**src/rtl/pll_lock_clk_div.sv**
```systemverilog
// pll_lock_clk_div
//   Lock-qualified clock-enable generator in the PLL output clock domain.
//   PLL LOCK is synchronised and must stay high for LOCK_CYCLES consecutive
//   cycles before downstream reset is released. NUM_CH independent channels
//   then emit one-cycle enable strobes every D cycles, plus a toggle output.
//   Divisors reload glitch-free through a shadow register.
// Ports:
//   clk        PLL output clock (sole clock)
//   rst        synchronous active-high reset
//   pll_lock   PLL LOCK, asynchronous to clk
//   div_load   per-channel divisor load strobe
//   div_value  channel i divisor at [i*DIV_W +: DIV_W]
//   ce_out     per-channel one-cycle clock-enable strobes
//   tgl_out    per-channel toggle, inverts on each ce_out pulse
//   rst_out    synchronous active-high reset for downstream logic
//   locked     high while in RUN
//   loss_cnt   saturating count of lock losses while in RUN
module pll_lock_clk_div #(
  parameter int NUM_CH      = 4,
  parameter int DIV_W       = 16,
  parameter int LOCK_CYCLES = 1024,
  parameter int DEFAULT_DIV = 2
) (
  input  logic                    clk,
  input  logic                    rst,
  input  logic                    pll_lock,
  input  logic [NUM_CH-1:0]       div_load,
  input  logic [NUM_CH*DIV_W-1:0] div_value,
  output logic [NUM_CH-1:0]       ce_out,
  output logic [NUM_CH-1:0]       tgl_out,
  output logic                    rst_out,
  output logic                    locked,
  output logic [7:0]              loss_cnt
);

  localparam int CW = $clog2(LOCK_CYCLES);

  typedef enum logic [1:0] {WAIT_LOCK, STABLE, RUN} state_t;

  state_t          state_q, state_d;
  logic            sync1_q, lock_s_q;
  logic [CW-1:0]   stab_q, stab_d;
  logic            rst_out_q, rst_out_d;
  logic            locked_q, locked_d;
  logic [7:0]      loss_q, loss_d;

  logic [NUM_CH-1:0][DIV_W-1:0] act_q, act_d;
  logic [NUM_CH-1:0][DIV_W-1:0] sh_q, sh_d;
  logic [NUM_CH-1:0][DIV_W-1:0] cnt_q, cnt_d;
  logic [NUM_CH-1:0][DIV_W-1:0] deff, nxt;
  logic [NUM_CH-1:0]            pend_q, pend_d;
  logic [NUM_CH-1:0]            ce_q, ce_d;
  logic [NUM_CH-1:0]            tgl_q, tgl_d;

  // State register, synchroniser and registered status outputs
  always_ff @(posedge clk) begin
    if (rst) begin
      sync1_q   <= 1'b0;
      lock_s_q  <= 1'b0;
      state_q   <= WAIT_LOCK;
      stab_q    <= '0;
      rst_out_q <= 1'b1;
      locked_q  <= 1'b0;
      loss_q    <= '0;
    end else begin
      sync1_q   <= pll_lock;
      lock_s_q  <= sync1_q;
      state_q   <= state_d;
      stab_q    <= stab_d;
      rst_out_q <= rst_out_d;
      locked_q  <= locked_d;
      loss_q    <= loss_d;
    end
  end

  // Next-state logic
  always_comb begin
    state_d = state_q;
    stab_d  = stab_q;
    unique case (state_q)
      WAIT_LOCK: begin
        if (lock_s_q) begin
          state_d = STABLE;
          stab_d  = CW'(1);
        end
      end
      STABLE: begin
        if (!lock_s_q) begin
          state_d = WAIT_LOCK;
          stab_d  = '0;
        end else if (stab_q == CW'(LOCK_CYCLES - 1)) begin
          state_d = RUN;
          stab_d  = '0;
        end else begin
          stab_d  = stab_q + CW'(1);
        end
      end
      RUN: begin
        if (!lock_s_q) begin
          state_d = WAIT_LOCK;
          stab_d  = '0;
        end
      end
      default: begin
        state_d = WAIT_LOCK;
        stab_d  = '0;
      end
    endcase
  end

  // Output logic: computed from the next state so the registered outputs
  // change on the very edge that enters or leaves RUN
  always_comb begin
    rst_out_d = (state_d != RUN);
    locked_d  = (state_d == RUN);
    loss_d    = loss_q;
    if (state_q == RUN && state_d != RUN && loss_q != 8'hFF)
      loss_d = loss_q + 8'd1;
  end

  // Channel dividers. cnt_q holds the position of the current RUN cycle
  // within its period (1..D); it restarts at 1 after every pulse and on
  // RUN entry. Outside RUN a pending shadow value is already in force for
  // the entry edge, so the first period after lock uses it.
  always_comb begin
    for (int unsigned i = 0; i < NUM_CH; i++) begin
      deff[i]  = (state_q != RUN && pend_q[i]) ? sh_q[i] : act_q[i];
      nxt[i]   = (state_q == RUN && !ce_q[i]) ? cnt_q[i] + DIV_W'(1) : DIV_W'(1);
      ce_d[i]  = (state_d == RUN) && (nxt[i] >= deff[i]);
      cnt_d[i] = (state_d == RUN) ? nxt[i] : '0;
      tgl_d[i] = (state_d == RUN) ? (tgl_q[i] ^ ce_d[i]) : 1'b0;
      act_d[i] = act_q[i];
      sh_d[i]  = sh_q[i];
      pend_d[i] = pend_q[i];
      // In RUN the swap waits for the terminal-count edge so the running
      // period always completes with the old divisor.
      if (pend_q[i] && (state_q != RUN || ce_d[i])) begin
        act_d[i]  = sh_q[i];
        pend_d[i] = 1'b0;
      end
      // A load on the swap edge lands in the shadow and waits for the next
      // terminal count.
      if (div_load[i]) begin
        sh_d[i]   = div_value[i*DIV_W +: DIV_W];
        pend_d[i] = 1'b1;
      end
    end
  end

  always_ff @(posedge clk) begin
    if (rst) begin
      for (int unsigned i = 0; i < NUM_CH; i++) begin
        act_q[i] <= DIV_W'(DEFAULT_DIV);
        sh_q[i]  <= DIV_W'(DEFAULT_DIV);
        cnt_q[i] <= '0;
      end
      pend_q <= '0;
      ce_q   <= '0;
      tgl_q  <= '0;
    end else begin
      act_q  <= act_d;
      sh_q   <= sh_d;
      cnt_q  <= cnt_d;
      pend_q <= pend_d;
      ce_q   <= ce_d;
      tgl_q  <= tgl_d;
    end
  end

  assign ce_out   = ce_q;
  assign tgl_out  = tgl_q;
  assign rst_out  = rst_out_q;
  assign locked   = locked_q;
  assign loss_cnt = loss_q;

endmodule

```
**config.mk**
```make
export PLATFORM = sky130hd
export DESIGN_NAME = pll_lock_clk_div
export DESIGN_NICKNAME = d
export VERILOG_FILES = /design/src/rtl/pll_lock_clk_div.sv
export SDC_FILE = /design/constraint.sdc
export NUM_CORES = 1
export LEC_CHECK = 0
export CORE_MARGIN = 2
export CORE_UTILIZATION = 50
export DETAILED_ROUTE_END_ITERATION = 10
export PLACE_DENSITY_LB_ADDON = 0.05
export SYNTH_ARGS = -nofsm -noshare
export SYNTH_HDL_FRONTEND = slang
export SYNTH_SLANG_ARGS = --single-unit
```
**constraint.sdc**
```tcl
create_clock -name clk -period 5.3 [get_ports clk]
set_input_delay 1.06 -clock clk [delete_from_list [all_inputs] [get_ports clk]]
set_output_delay 1.06 -clock clk [all_outputs]
set_load 0.02 [all_outputs]
```
==> results_dict.tcl, run 1 <==
set metrics [dict create \
    n_fill_cell 2049 \
    yosysSeqAreaShare 0.397 \
    yosysMostFrequentCell "dfxtp_1" \
    grt-ovfl-total 0 \
    ant_nets 0 \
    syn_area_sq_um 11500 \
    grt_usage 0.193 \
    die-area_sq_um 24200 \
    post_drt_wl_per_cell_microns 14.4 \
    ctsResizeCount 0 \
    multi_input_area_sq_um 6580 \
    ys_ff_latch 228 \
    grt_pass1_vias 8049 \
    antenna_cells 0 \
    grt_antenna_before_repair 0 \
    drc 0 \
    p_leak_nw 5.45 \
    htreeDepth 1 \
    grt_setup_unrepaired "no" \
    die_w_microns 156 \
    fin_skew_ns 0.0139 \
    synth_cell_types 51 \
    synth.net_count 1381 \
    cts_buffers 26 \
    dp_hpwl_mm 16.2 \
    drive_gt1_frac 0.0574 \
    fin_cells 1609 \
    tritoncts "built" \
    fin_tns_setup_ns 0 \
    cts_num_sinks 228 \
    period_share 0.813 \
    path_clk_slew_ns 0.06 \
    grt_start_max_net_pins 87 \
    synth_edf_count 0 \
    power.density_nw_per_um2 289 \
    fp.coreArea_sq_um 22600 \
    port_buffers 88 \
    min_period_ns 4.31 \
    crit_required_ns 5.74 \
    slew_headroom 0.245 \
    avgSynthCellArea_sq_um 9.27 \
    cp_slowest_stage_delay_ns 0.67 \
    yosys_warnings 0 \
    areaGrowthSynthToFinish_pct 16.8 \
    synthFlopType "dfxtp_1" \
    place_congestion 0.814 \
    cp.arrival_ns 4.75 \
    synthArstFlopShare 0 \
    num_vias 8337 \
    drt-initial-drc-count 374 \
    die_y_microns 156 \
    peakVddDrop_uv 227 \
    max_slew.worst_pin.slew_ns 1.13 \
    place_inst 1562 \
    post_cts_buffers 0 \
    cts-root-buf "clkbuf_16" \
    hp-class "flip-flop to flip-flop" \
    num_io_pins 89 \
    viasPerCell 5.18 \
    setup_viol 0 \
    end_kind "flip-flop" \
    num_rows 55 \
    crit_path_frequent_cell "nand2b_1" \
    synth_top_area_share 0.397 \
    crit_fanout 17 \
    worstPathCellList "nand2b_1 -> nand2_1 -> mux2_2 -> ha_1 -> nand2b_1 -> a2111oi_0 -> or4b_1 -> and4_1 -> o21ai_4 -> mux2i_1" \
    final_hold_viol_count 0 \
    critical_path_class "flip-flop to flip-flop" \
    yosysTopAreaCell "dfxtp_1" \
    grt_first_pass_wirelength_mm 39.3 \
    drt_pass1_iterations 4 \
    ys_top_cells_by_area "dfxtp_1 40%, mux2i_1 16%, ha_1 7.6%" \
    max_clock_freq_mhz 232 \
    cap_violations 0 \
    clock_latency_ns 0.53 \
    cts_hold_buf 0 \
    cts_buffer_depth 3 \
    start_util 0.509 \
    finalMaxSlewViolations 0 \
    crit_slowest_cell "nand2_1" \
    outcome "finished, final reports clean" \
    fin_nets 1446 \
    area.sequential_sq_um 4560 \
    synth_common_cells "228 x dfxtp_1, 185 x mux2i_1, 185 x nor2_1, 131 x nand2b_1, 70 x ha_1" \
    synthCells 1240 \
    start_kind "flip-flop" \
    drt_wl_total_mm 23.1 \
]
==> area by class of cell <==
cell class              instances  share of cell area
inverters                      15             0.00420
clock buffers                  39              0.0604
clock inverters                 8             0.00503
repair buffers                103              0.0738
well taps                     285              0.0266
flip-flops and latches        228               0.340
multi-input cells             931               0.490
==> state kept, by name, indices dropped and copies added, names as in the netlist <==
signal / flops
act_q: 64
ce_out: 4
cnt_q: 64
lock_s_q: 1
locked: 1
loss_cnt: 8
pend_q: 4
rst_out: 1
sh_q: 64
stab_q: 10
state_q: 2
sync1_q: 1
tgl_out: 4
==> final timing paths <==
path                    from   endpoint  slack (ns)  depth (start not counted)
setup reg to reg  state_q[0]  act_q[59]        0.99                         10
setup / recovery  state_q[0]  act_q[59]        0.99                         10
hold / removal       sync1_q   lock_s_q        0.46                          1
hold reg to reg      sync1_q   lock_s_q        0.46                          1
==> cell families (layout without fill, tap and decap cells) <==
| logic type | after synthesis | in the layout | synth area share |
|---|---|---|---|
| AO/OA/AOI/OAI | 72 | 72 | 0.0439 |
| XOR/XNOR | 73 | 73 | 0.0556 |
| adder cells (fa/ha/maj) | 70 | 70 | 0.0762 |
| buffers and inverters | 81 | 165 | 0.0305 |
| flip-flops | 228 | 228 | 0.397 |
| multiplexers | 189 | 189 | 0.165 |
| AND/OR/NAND/NOR | 527 | 527 | 0.231 |
==> placed cells by master (no fill, tap or decap), types with 3 or more instances in the layout <==
cell type	instances
dfxtp_1	228
nor2_1	185
mux2i_1	185
nand2b_1	131
clkdlybuf4s50_1	87
ha_1	70
nor3_1	63
xor2_1	49
nand2_1	43
nand3_1	35
clkbuf_16	27
a21oi_1	26
xnor2_1	24
nand4_1	18
buf_4	16
inv_1	15
nor2b_1	13
and3_1	11
and4_1	10
clkbuf_8	9
o21ai_0	8
a21o_1	6
clkinv_2	6
and2_1	5
a211o_1	5
mux2_2	4
a2111oi_0	4
o211ai_1	4
o21a_1	3
nor3_2	3
clkbuf_1	3
==> through the flow <==
step	power (mW)	cell area [sq um]	setup WS, ns	hold slack (ns)	util
after floorplan	2.02	11500	1.52	0.414	-
after global placement	2.12	12500	1.08	0.438	0.556
after global routing	4.03	13400	0.638	0.474	0.595
after CTS	3.93	13400	0.906	0.455	0.595
final	3.87	13400	0.990	0.455	0.595
after detailed placement	2.12	12500	0.954	0.424	0.556
==> worst max-delay path: cells and delay by family, from the launching register on <==
family	cells	cell delay (ns)
AOI/OAI and AO/OA	2	0.68
DFF	1	0.47
muxes	2	0.77
and+or+nand+nor	5	2.03
adders and majority gates	1	0.27
==> layer usage <==
layer,vias to the layer above,track usage,part of all wire
met5,-,0,0
met4,0,0.0406,0.018
met3,33,0.0272,0.032
met2,108,0.306,0.43
met1,3804,0.282,0.52
li1,4392,-,-
==> power by group <==
| part | internal, mW | total [mW] | switching [mW] |
|---|---|---|---|
| combinational | 0.155 | 0.285 | 0.130 |
| clock | 1.10 | 1.79 | 0.695 |
| sequential | 1.76 | 1.80 | 0.0358 |
| total | 3.01 | 3.87 | 0.861 |
Note: power is estimated with default switching activity, not from simulation.
==> run 2: changes to the inputs <==
clock period = 3.6 ns   (was 5.3 ns; I/O delays follow)
==> results_dict.tcl, run 2 (same netlist as run 1, synthesis figures left out) <==
set metrics [dict create \
    max_slew.worst_pin.slew_ns 1.07 \
    max_clock_freq_mhz 300 \
    num_vias 8402 \
    hp-class "flip-flop to flip-flop" \
    outcome "finished, final reports clean" \
    ant_nets 0 \
    place_congestion 0.780 \
    start_util 0.509 \
    grt_antenna_before_repair 0 \
    tritoncts "built" \
    die_w_microns 156 \
    drt-initial-drc-count 348 \
    cp.arrival_ns 3.78 \
    grt_setup_unrepaired "yes" \
    power.density_nw_per_um2 422 \
    cts_num_sinks 228 \
    port_buffers 88 \
    placed_cell_area_sq_um 12700 \
    grtUsageMet3 0.0319 \
    drive_gt1_frac 0.0750 \
    final_hold_viol_count 0 \
    drc 0 \
    clock_latency_ns 0.52 \
    viasPerCell 5.19 \
    crit_path_end "act_q[18]" \
    cap_violations 0 \
    peakVddDrop_uv 354 \
    htreeDepth 1 \
    worst_slack_ns 0.269 \
    grt_pass1_vias 8123 \
    r2r-end "act_q[18]" \
    use_met2 0.302 \
    grt_first_pass_wirelength_mm 39.2 \
    grt_start_max_net_pins 213 \
    n_fill_cell 2010 \
    grt-ovfl-total 0 \
    fin_nets 1459 \
    drt_wl_total_mm 23.1 \
    globalRouteMet1Util 0.278 \
    hold_ws_ns 0.445 \
    setup_viol 0 \
    pre_cts_ws_ns 0.0936 \
    start_kind "flip-flop" \
    post_drt_wl_per_cell_microns 14.2 \
    num_io_pins 89 \
    finish.instance_area_sq_um 13600 \
    period_share 0.925 \
    cts_buffer_depth 3 \
    areaGrowthSynthToFinish_pct 18.7 \
    slew_headroom 0.287 \
    antenna_cells 0 \
    cts_buffers 26 \
    r2r_slack_ns 0.27 \
    layout_commonest_cell "dfxtp_1" \
    cts-root-buf "clkbuf_16" \
    die-area_sq_um 24200 \
    drt_pass1_iterations 4 \
    path_clk_slew_ns 0.06 \
    die_y_microns 156 \
    top_usage_layer "met2" \
    grt_usage 0.191 \
    finalMaxSlewViolations 0 \
    dp_hpwl_mm 15.7 \
    p_leak_nw 5.54 \
    critPathLaunch "cnt_q[18]" \
    largestRegisters "act_q x64, cnt_q x64, sh_q x64" \
    fin_skew_ns 0.0102 \
    end_kind "flip-flop" \
    reg2reg_depth 14 \
    num_rows 55 \
    crit_required_ns 4.05 \
    layout_common_cells "226 x dfxtp_1, 184 x mux2i_1, 183 x nor2_1" \
    critical_path_class "flip-flop to flip-flop" \
    fin_tns_setup_ns 0 \
    r2r_start "cnt_q[18]" \
    fp.coreArea_sq_um 22600 \
    crit_fanout 15 \
    min_period_ns 3.33 \
]
==> run 2: changes by cell type in the layout (fill, tap and decap cells not counted), moves of 3 or more <==
cell,before,now
buf_4,16,21
clkinv_2,6,3
buf_12,0,5
nand2b_1,131,128
nor3_1,63,60
clkbuf_8,9,4
nand2b_2,0,3
nor3_2,3,6
clkbuf_1,3,7
and4_1,10,6
==> run 2: power breakdown <==
part / total, mW / switching (mW) / internal [mW]
Sequential: 2.64 / 0.0489 / 2.59
Combinational: 0.443 / 0.197 / 0.246
Clock: 2.67 / 1.02 / 1.66
==> run 2: cell type report <==
class | instances | area, sq um | share of cell area
inverter | 15 | 56.3 | 0.00413
timing repair buffer | 116 | 1180 | 0.0862
multi-input combinational | 931 | 6620 | 0.485
tap | 285 | 357 | 0.0261
clock buffer | 38 | 757 | 0.0555
clock inverter | 6 | 105 | 0.00771
sequential | 228 | 4570 | 0.335
==> run 2: critical path: stages (launching register included) <==
cell     delay, ns
dfxtp_1       0.39
and4_1        0.28
nand2_1       0.07
nor3_1        0.31
nand3_1       0.14
xor2_1        0.20
nor2_1        0.07
ha_1          0.31
nand4_1       0.18
a211o_1       0.27
o32ai_1       0.27
nor3_2        0.11
o21ai_2       0.23
buf_12        0.20
mux2i_1       0.20
==> run 2: worst min path at each step <==
stage          startpoint        to  slack (ns)  cells after the start
3_5_place_dp      sync1_q  lock_s_q        0.43                      1
6_report          sync1_q  lock_s_q        0.45                      1
5_1_grt           sync1_q  lock_s_q        0.46                      1
2_1_floorplan     sync1_q  lock_s_q        0.41                      1
4_1_cts           sync1_q  lock_s_q        0.45                      1
3_3_place_gp      sync1_q  lock_s_q        0.42                      1
==> run 2: timing repair <==
item,CTS,global route
setup endpoints to repair,0,65
hold buffers,0,0
setup buffers,0,1
resized for setup,0,21
==> run 2: metrics by stage <==
step | total power, mW | std cells | utilization
after CTS | 5.83 | 1617 | 0.600
after floorplan | 2.97 | 1240 | -
after detailed placement | 3.14 | 1573 | 0.562
final | 5.76 | 1619 | 0.604
after global routing | 6.00 | 1619 | 0.604
after global placement | 3.13 | 1573 | 0.562
==> run 2: layer usage <==
metal,vias to the layer above,part of all wire
met1,3856,0.50
met5,-,0
met4,0,0.014
met3,33,0.037
met2,103,0.44
li1,4410,-
